## config.mk

```make
export PLATFORM = sky130hd
export DESIGN_NAME = uart_cmd_scheduler
export DESIGN_NICKNAME = d
export VERILOG_FILES = /design/src/rtl/uart_cmd_scheduler.sv
export SDC_FILE = /design/constraint.sdc
export NUM_CORES = 1
export LEC_CHECK = 0
export ABC_CLOCK_PERIOD_IN_PS = 2800
export CORE_AREA = 2 2 104 106
export CTS_CLUSTER_DIAMETER = 50
export CTS_CLUSTER_SIZE = 16
export DETAILED_ROUTE_END_ITERATION = 8
export DIE_AREA = 0 0 106 108
export PLACE_DENSITY_LB_ADDON = 0.15
export RECOVER_POWER = 25
export REMOVE_ABC_BUFFERS = 1
export SYNTH_ARGS = -nofsm -noshare
export SYNTH_HDL_FRONTEND = slang
export SYNTH_SLANG_ARGS = --single-unit
```

## constraint.sdc

```tcl
create_clock -name clk -period 2.8 [get_ports clk]
set_clock_uncertainty 0.05 [all_clocks]
set_input_delay 0.28 -clock clk [delete_from_list [all_inputs] [get_ports clk]]
set_output_delay 0.28 -clock clk [all_outputs]
set_load 0.03 [all_outputs]
```

## src/rtl/uart_cmd_scheduler.sv

```systemverilog
// Arbitrates drive commands, e-stop, telemetry queries and periodic refresh
// into single UART frames, with a done timeout, retry and inter-frame gap.
module uart_cmd_scheduler #(
  parameter int unsigned REFRESH_CYCLES = 25_000_000,
  parameter int unsigned TIMEOUT_CYCLES = 5_000_000,
  parameter int unsigned GAP_CYCLES     = 434
) (
  input  logic        clk,
  input  logic        rst,
  input  logic        cmd_valid,
  input  logic [2:0]  cmd_code,
  input  logic        estop,
  input  logic        query_req,
  input  logic        tx_done,
  output logic        frame_start,
  output logic [2:0]  frame_sel,
  output logic        busy,
  output logic [2:0]  cur_cmd,
  output logic [15:0] frame_count,
  output logic        err_timeout
);

  // state     | meaning
  // IDLE      | no frame in flight; arbitrate pending requests
  // ISSUE     | one-cycle frame_start pulse, winning flag clears
  // WAIT_DONE | frame in flight, waiting for tx_done or timeout
  // GAP       | mandatory idle time between frames
  typedef enum logic [1:0] {IDLE, ISSUE, WAIT_DONE, GAP} state_t;
  typedef enum logic [1:0] {W_ESTOP, W_CMD, W_QUERY, W_REF} win_t;

  localparam logic [2:0]  SEL_STOP     = 3'd0;
  localparam logic [2:0]  SEL_QUERY    = 3'd5;
  localparam logic [31:0] REF_LOAD     = 32'(REFRESH_CYCLES - 1);
  localparam logic [31:0] TIMEOUT_LOAD = 32'(TIMEOUT_CYCLES - 1);
  localparam logic [31:0] GAP_LOAD     = 32'(GAP_CYCLES - 1);

  state_t      state, state_nxt;
  win_t        win, win_nxt;
  logic [2:0]  sel_nxt;
  logic [31:0] timer, ref_timer;
  logic [2:0]  pend_cmd;
  logic        pend_cmd_f, pend_estop, pend_q, pend_ref, estop_d;
  logic [2:0]  eff_cmd;
  logic        estop_rise, cmd_take, issue, done, tmo;

  assign eff_cmd    = pend_cmd_f ? pend_cmd : cur_cmd;
  assign estop_rise = estop & ~estop_d;
  assign cmd_take   = cmd_valid & ~estop & (cmd_code <= 3'd4) & (cmd_code != eff_cmd);
  assign issue      = (state == ISSUE);
  assign done       = (state == WAIT_DONE) & tx_done;
  assign tmo        = (state == WAIT_DONE) & ~tx_done & (timer == 32'd0);

  always_comb begin
    state_nxt   = state;
    win_nxt     = win;
    sel_nxt     = frame_sel;
    frame_start = 1'b0;
    busy        = 1'b0;
    case (state)
      IDLE: begin
        if (pend_estop) begin
          sel_nxt = SEL_STOP;  win_nxt = W_ESTOP; state_nxt = ISSUE;
        end else if (pend_cmd_f) begin
          sel_nxt = pend_cmd;  win_nxt = W_CMD;   state_nxt = ISSUE;
        end else if (pend_q) begin
          sel_nxt = SEL_QUERY; win_nxt = W_QUERY; state_nxt = ISSUE;
        end else if (pend_ref) begin
          sel_nxt = cur_cmd;   win_nxt = W_REF;   state_nxt = ISSUE;
        end
      end
      ISSUE: begin
        frame_start = 1'b1;
        busy        = 1'b1;
        state_nxt   = WAIT_DONE;
      end
      WAIT_DONE: begin
        busy = 1'b1;
        if (tx_done || timer == 32'd0) state_nxt = GAP;
      end
      GAP: if (timer == 32'd0) state_nxt = IDLE;
    endcase
  end

  always_ff @(posedge clk or posedge rst) begin
    if (rst) begin
      state     <= IDLE;
      win       <= W_ESTOP;
      frame_sel <= SEL_STOP;
    end else begin
      state     <= state_nxt;
      win       <= win_nxt;
      frame_sel <= sel_nxt;
    end
  end

  // One down-counter serves both the done timeout and the gap.
  always_ff @(posedge clk or posedge rst) begin
    if (rst) timer <= 32'd0;
    else begin
      case (state)
        ISSUE:     timer <= TIMEOUT_LOAD;
        WAIT_DONE: timer <= (tx_done || timer == 32'd0) ? GAP_LOAD : timer - 32'd1;
        GAP:       if (timer != 32'd0) timer <= timer - 32'd1;
        default:   timer <= timer;
      endcase
    end
  end

  always_ff @(posedge clk or posedge rst) begin
    if (rst) begin
      estop_d     <= 1'b0;
      pend_cmd    <= 3'd0;
      pend_cmd_f  <= 1'b0;
      pend_estop  <= 1'b0;
      pend_q      <= 1'b0;
      pend_ref    <= 1'b0;
      cur_cmd     <= 3'd0;
      frame_count <= 16'd0;
      err_timeout <= 1'b0;
      ref_timer   <= REF_LOAD;
    end else begin
      estop_d <= estop;
      if (issue) begin
        case (win)
          W_ESTOP: begin
            pend_estop <= 1'b0;
            if (pend_cmd == SEL_STOP) pend_cmd_f <= 1'b0;
          end
          W_CMD:   pend_cmd_f <= 1'b0;
          W_QUERY: pend_q     <= 1'b0;
          W_REF:   pend_ref   <= 1'b0;
        endcase
        if (frame_sel != SEL_QUERY) cur_cmd <= frame_sel;
      end
      // Aborted frame: re-arm its flag unless a newer command superseded it.
      if (tmo) begin
        err_timeout <= 1'b1;
        case (win)
          W_ESTOP: pend_estop <= 1'b1;
          W_CMD: if (!pend_cmd_f) begin
            pend_cmd   <= frame_sel;
            pend_cmd_f <= 1'b1;
          end
          W_QUERY: pend_q   <= 1'b1;
          W_REF:   pend_ref <= 1'b1;
        endcase
      end
      if (done) frame_count <= frame_count + 16'd1;
      if (issue) ref_timer <= REF_LOAD;
      else if (state == IDLE) begin
        if (ref_timer == 32'd0) pend_ref <= 1'b1;
        else ref_timer <= ref_timer - 32'd1;
      end
      // New requests come last so they survive a same-cycle clear.
      if (query_req) pend_q <= 1'b1;
      if (cmd_take) begin
        pend_cmd   <= cmd_code;
        pend_cmd_f <= 1'b1;
      end
      if (estop_rise) begin
        pend_cmd   <= SEL_STOP;
        pend_cmd_f <= 1'b1;
        pend_estop <= 1'b1;
      end
    end
  end

endmodule

```

==> results of run 1 <==
==> state kept, by name, summed over array words and instances (netlist names) <==
register / cells
estop_d: 1
timer: 32
cur_cmd: 3
frame_count: 16
win: 2
state: 2
err_timeout: 1
frame_sel: 3
pend_estop: 1
pend_cmd_f: 1
pend_ref: 1
ref_timer: 32
pend_q: 1
pend_cmd: 3
==> worst max-delay path: stages, from the launching register on <==
cell                      delay (ns)
sky130_fd_sc_hd__dfrtp_1        0.42
sky130_fd_sc_hd__inv_1          0.10
sky130_fd_sc_hd__ha_1           0.16
sky130_fd_sc_hd__or3b_2         0.50
sky130_fd_sc_hd__or4_4          0.43
sky130_fd_sc_hd__buf_4          0.17
sky130_fd_sc_hd__or4_1          0.39
sky130_fd_sc_hd__nor2_1         0.13
sky130_fd_sc_hd__xnor2_1        0.13
sky130_fd_sc_hd__nor2_1         0.05
==> cell type report <==
type	count	area share [%]
sequential	99	39.5
timing repair buffer	62	8.61
clock inverter	7	1.94
inverter	14	0.849
multi-input combinational	448	44.5
clock buffer	9	1.96
tap	136	2.69
==> kinds of logic (layout without fill, tap and decap cells) <==
kind of cell	Yosys count	in the layout	synth area share, %
mux	7	7	1.30
xor+xnor	67	67	10.7
flops	99	99	45.6
fa+ha+maj	9	9	2.06
compound gates	69	69	8.23
simple gates	296	296	29.0
buf+inv	39	92	3.09
==> cell usage in the layout (no fill, tap or decap), types with 4 or more instances in the layout <==
master	synthesis	routed
sky130_fd_sc_hd__a21oi_1	20	20
sky130_fd_sc_hd__buf_4	1	28
sky130_fd_sc_hd__clkbuf_8	0	9
sky130_fd_sc_hd__clkdlybuf4s50_1	0	31
sky130_fd_sc_hd__dfrtp_1	82	82
sky130_fd_sc_hd__dfstp_2	17	17
sky130_fd_sc_hd__ha_1	9	9
sky130_fd_sc_hd__inv_1	14	13
sky130_fd_sc_hd__mux2i_1	6	6
sky130_fd_sc_hd__nand2_1	54	54
sky130_fd_sc_hd__nand2b_1	12	12
sky130_fd_sc_hd__nand3_1	22	22
sky130_fd_sc_hd__nand4_1	13	13
sky130_fd_sc_hd__nor2_1	71	71
sky130_fd_sc_hd__nor2b_1	5	5
sky130_fd_sc_hd__nor3_1	27	27
sky130_fd_sc_hd__nor4_1	26	25
sky130_fd_sc_hd__nor4_2	5	6
sky130_fd_sc_hd__o21ai_0	18	18
sky130_fd_sc_hd__o31ai_1	12	12
sky130_fd_sc_hd__or2_2	4	4
sky130_fd_sc_hd__or3_1	15	15
sky130_fd_sc_hd__or4_1	18	17
sky130_fd_sc_hd__xnor2_1	48	48
sky130_fd_sc_hd__xor2_1	19	19
==> cells in the mapped netlist, drive strengths merged, types with 13 or more instances <==
master,instances,area [um^2]
dfrtp,82,2050
nor2,71,267
nand2,54,203
xnor2,48,420
nor4,31,225
nor3,29,155
nand3,22,110
a21oi,20,100
or4,20,158
clkbuf,19,71.3
o21ai,19,95.1
xor2,19,166
dfstp,17,447
or3,15,93.8
inv,14,52.6
nand4,13,81.3
==> power by group through the flow <==
stage / combinational, W / clock, W / sequential (W)
after floorplan: 0.00142 / 0 / 0.00206
after global placement: 0.00231 / 0 / 0.00199
after detailed placement: 0.00236 / 0 / 0.00200
after CTS: 0.00237 / 0.00114 / 0.00198
after global routing: 0.00264 / 0.00120 / 0.00202
final: 0.00240 / 0.00112 / 0.00198
==> metal layers <==
layer / vias up / GRT usage, %
li1: 2173 / -
met1: 2197 / 31.2
met2: 135 / 37.6
met3: 25 / 6.75
met4: 0 / 7.52
met5: - / 0
==> what timing repair did <==
action,in CTS,in global routing
gates resized for setup,0,3
setup endpoints to repair,0,5
setup buffers,0,1
endpoints found under the hold margin,0,0
==> how the worst max path moves through the flow <==
stage                         from             to  slack [ns]  depth (start not counted)
after global routing      state[1]  ref_timer[17]       0.005                          9
after floorplan           timer[1]       timer[0]       -0.21                          8
after global placement    state[1]  ref_timer[21]        0.15                          8
final                     state[1]  ref_timer[17]        0.13                          9
after detailed placement  state[1]  ref_timer[21]        0.05                          8
after CTS                 state[1]  ref_timer[21]        0.03                          8
==> metrics by stage <==
stage	setup WS (ns)	TNS, ns	std cells
after floorplan	-0.212	-12.07	561
after global placement	0.145	0	758
after detailed placement	0.0534	0	758
after CTS	0.0346	0	774
after global routing	0.00498	0	775
final	0.127	0	775
==> flow_summary.yaml, run 1 <==
power_and_ir_drop:
  worst_ir_drop_vdd_v: 0.000542
  p_per_area_nw_per_um2: 869
  total_leakage_power_nw: 2.51
  cell_internal_power_w: 0.00321
  design_power_total_w: 0.00550
  pwr-share-clk_pct: 20.4
  power.share.sequential_pct: 36.0
  power.share.combinational_pct: 43.6
  p_sw_w: 0.00229
  swShare_pct: 41.7
timing:
  grt_setup_unrepaired: "false"
  finalHoldWorstSlack_ns: 0.427
  slew-limit-headroom_pct: -3.03
  slew_viol_final: 37
  worst-slew-pin-transition_ns: 1.54
  timing_hold_violations_final: 0
  share_of_the_clock_period_used_by_the_worst_path_pct: 95.5
  finalSetupViolations: 0
  timing.fmax_mhz: 374
  min_period_ns: 2.67
placed_design:
  place_area_um2: 6090
  dp_hpwl_mm: 8.94
  gp_congestion: 0.965
  port_buffers: 33
clocking:
  clock_tree.htree_level_count: 3
  cts_max_path_buffers: 2
  tritoncts: "done"
  worst_setup_hold_path_clk_slew_ns: 0.10
  clock_insertion_delay_worst_skew_ns: 0.38
  ctsRootBufferMaster: "sky130_fd_sc_hd__clkbuf_8"
  tritoncts.num_buffers: 9
  cts-hold-fix-buffers: 0
  clock-sinks: 99
layout:
  area.growth.synth_to_final_pct: 15.7
  multiInputGateArea_um2: 2820
  drive_above_1_share_pct: 13.0
  finish.utilization_pct: 61.9
  finish.net_count: 652
  register_area_um2: 2500
  final.fill_count: 886
  design_area_um2: 6330
  antenna-diode-count: 0
yosys:
  number_of_enable_flip_flop_cells_after_synthesis: 0
  yosysSeqAreaShare_pct: 45.6
  synth_seq_cells: 99
  mappedNetlistArea_um2: 5470
  synth.distinct_cells: 54
  netlist_instances: 586
  avgSynthCellArea_um2: 9.34
  synth_async_sr_flop_share_pct: 100
  yosysWarnings: 0
  synth-main-ff-cell: "sky130_fd_sc_hd__dfrtp_1"
critical_path:
  reg2reg_setup_slack_ns: 0.13
  worst_path_arrival_time_ns: 2.87
  crit_path_max_fanout: 6
  critPathLaunchType: "flip-flop"
  crit_required_ns: 3.00
  setup.worst_path.end_class: "flip-flop"
  timing_worst_setup_path_type: "flip-flop to flip-flop"
  worstRegToRegCells: 9
  worst_r2r_dst: "ref_timer[17]"
  reg2reg_from: "state[1]"
worst_hold_path:
  worst_hold_path.num_cells: 1
  timing.hold.worst.class: "flip-flop to flip-flop"
  hold_path_end: "err_timeout"
  hp-start: "err_timeout"
detailed_routing:
  num_vias: 4530
  top_signal_layer_used: "met4"
  via_per_inst: 5.85
  remaining_drc_errors: 0
  wirelength_mm: 12.6
  first_pass_iters: 5
  wire_per_inst_um: 16.2
  m1WireLength_mm: 5.66
  met3_length_um: 722
  drt_iter0_drc: 346
  met2_wirelength_mm: 5.95
  antenna_violating_nets_post_route: 0
run_status:
  status: "complete, but fails checks"
  violations: "max-capacitance violations, max-slew violations"
global_route:
  grt_antenna_before_repair: 0
  track_usage_pct: 23.6
  grt_pass1_wl_mm: 21.5
  grt-ovfl-total: 0
  grt_start_max_net_pins: 44
  grt_pass1_vias: 4471
floorplanning:
  floorplan.die_area_um2: 11400
  rows: 37
  die_x_um: 106
  die_height_um: 108
  ios: 34
  initial_utilization_pct: 53.5
  floorplan.core_area_um2: 10200
run:
  timing.max_cap.violations: 1
No activity file was read; power rests on OpenSTA's default activity.
==> inputs of run 2 (changes only) <==
- CAP_MARGIN: default -> 5
==> results of run 2 <==
No change in the layout: final DEF, timing and power equal those of run 1.
==> inputs of run 3 (changes only) <==
- CORE_AREA: 2 2 104 106 -> 4 4 106 108
- DIE_AREA: 0 0 106 108 -> 0 0 110 112
- RECOVER_POWER: 25 -> 50
==> run 3 against run 2 <==
  * The flow still finishes with violations (max-capacitance violations, max-slew violations)
  * Final area is essentially flat
  * Maximum frequency is 3.6% higher
  * Total power up 0.13%
==> flow_summary.yaml, run 3 (synthesis gave the netlist of run 1 again) <==
critical_path:
  critPathLaunchType: "flip-flop"
  critPathSlowestCell: "sky130_fd_sc_hd__or4_1"
  timing_worst_setup_path_type: "flip-flop to flip-flop"
  crit_required_ns: 3.03
  critPathBufInv: 2
  worst_path_largest_cell_delay_ns: 0.59
  worstPathCellList: "inv_1, ha_1, nor4b_1, buf_4, nand3_1, or4_1, nand2_1, nor4_1, a211o_1"
  crit_path_max_fanout: 5
  worst_path_arrival_time_ns: 2.81
  setup.worst_path.end_class: "flip-flop"
  cp_top_family: "simple AND/OR/NAND/NOR gates"
clocking:
  tritoncts.num_buffers: 9
  worst_setup_hold_path_clk_slew_ns: 0.10
  cts_max_path_buffers: 2
  ctsRootBufferMaster: "sky130_fd_sc_hd__clkbuf_8"
  post_cts_buffers: 0
  clock_tree.htree_level_count: 3
  tritoncts: "done"
  clock-sinks: 99
  clock_insertion_delay_worst_skew_ns: 0.39
  cts-hold-fix-buffers: 0
power_and_ir_drop:
  worst_ir_drop_vdd_v: 0.000487
  total_leakage_power_nw: 2.50
  p_per_area_nw_per_um2: 871
floorplanning:
  rows: 37
  die_x_um: 110
  die_height_um: 112
  initial_utilization_pct: 53.5
  ios: 34
  floorplan.die_area_um2: 12300
  floorplan.core_area_um2: 10200
layout:
  area.growth.synth_to_final_pct: 15.6
  largestRegisters: "ref_timer x32, timer x32, frame_count x16"
  finish.utilization_pct: 61.9
  drive_above_1_share_pct: 12.2
  finish.net_count: 650
  antenna-diode-count: 0
  mostFrequentLayoutCell: "sky130_fd_sc_hd__dfrtp_1"
  layout_common_cells: "sky130_fd_sc_hd__dfrtp_1 (82), sky130_fd_sc_hd__nor2_1 (70), sky130_fd_sc_hd__nand2_1 (54)"
timing:
  grt_setup_unrepaired: "false"
  share_of_the_clock_period_used_by_the_worst_path_pct: 92.1
  slew_viol_final: 42
  min_period_ns: 2.58
  finalSetupViolations: 0
  timing_hold_violations_final: 0
  worst-slew-pin-transition_ns: 1.95
  finalHoldWorstSlack_ns: 0.420
  slew-limit-headroom_pct: -31.0
  final.setup.tns_ns: 0
  timing.fmax_mhz: 388
placed_design:
  dp_hpwl_mm: 8.79
  port_buffers: 33
  gp_congestion: 0.876
global_route:
  grt_start_max_net_pins: 43
  track_usage_pct: 22.1
  grt-ovfl-total: 0
  grt_pass1_vias: 4583
  grt_antenna_before_repair: 0
  grt_pass1_wl_mm: 21.8
run:
  timing.max_cap.violations: 1
worst_hold_path:
  timing.hold.worst.class: "flip-flop to flip-flop"
run_status:
  status: "complete, but fails checks"
  violations: "max-capacitance violations, max-slew violations"
detailed_routing:
  num_vias: 4526
  wire_per_inst_um: 16.0
  first_pass_iters: 5
  drt_iter0_drc: 307
  remaining_drc_errors: 0
  wirelength_mm: 12.4
  via_per_inst: 5.86
  antenna_violating_nets_post_route: 0
run 3: worst paths after layout:
path / from / endpoint / slack, ns / cells past startpoint
min in group asynchronous: rst / timer[14] / 0.79 / 2
max in group asynchronous: rst / timer[7] / 0.66 / 3
max: timer[1] / timer[9] / 0.22 / 9
min reg2reg: err_timeout / err_timeout / 0.42 / 1
max reg2reg: timer[1] / timer[9] / 0.22 / 9
min: err_timeout / err_timeout / 0.42 / 1
run 3: metal layers:
metal | wire length, um | vias up | share of wire [%] | GRT usage [%]
li1 | - | 2176 | - | -
met1 | 5650 | 2207 | 46 | 30.0
met2 | 5930 | 120 | 48 | 34.7
met3 | 628 | 23 | 5.1 | 6.03
met4 | 192 | 0 | 1.5 | 6.32
met5 | 0 | - | 0 | 0
run 3: power by group:
group / internal, W / switching, W / leakage [nW]
logic: 0.000910 / 0.00149 / 1.13
registers: 0.00169 / 0.000294 / 1.25
clock network: 0.000599 / 0.000533 / 0.116
total: 0.00320 / 0.00231 / 2.50
run 3: cell type report:
| class | count | area (um^2) |
|---|---|---|
| Multi-Input combinational cell | 448 | 2820 |
| Clock inverter | 7 | 123 |
| Tap cell | 136 | 170 |
| Timing Repair Buffer | 60 | 536 |
| Fill cell | 894 | 3900 |
| Sequential cell | 99 | 2500 |
| Inverter | 14 | 53.8 |
| Clock buffer | 9 | 124 |
run 3: what timing repair did:
action / CTS / global route
resized for setup: 0 / 4
setup endpoints to repair: 0 / 15
endpoints found under the hold margin: 0 / 0
run 3: stage by stage:
step	area, um^2	power [W]	worst slack, ns	instances
2_1_floorplan	5360	0.00347	-0.212	561
3_3_place_gp	6080	0.00431	0.149	757
3_5_place_dp	6080	0.00438	0.0542	757
4_1_cts	6330	0.00553	0.0379	773
5_1_grt	6330	0.00591	0.0504	773
6_report	6330	0.00551	0.221	773
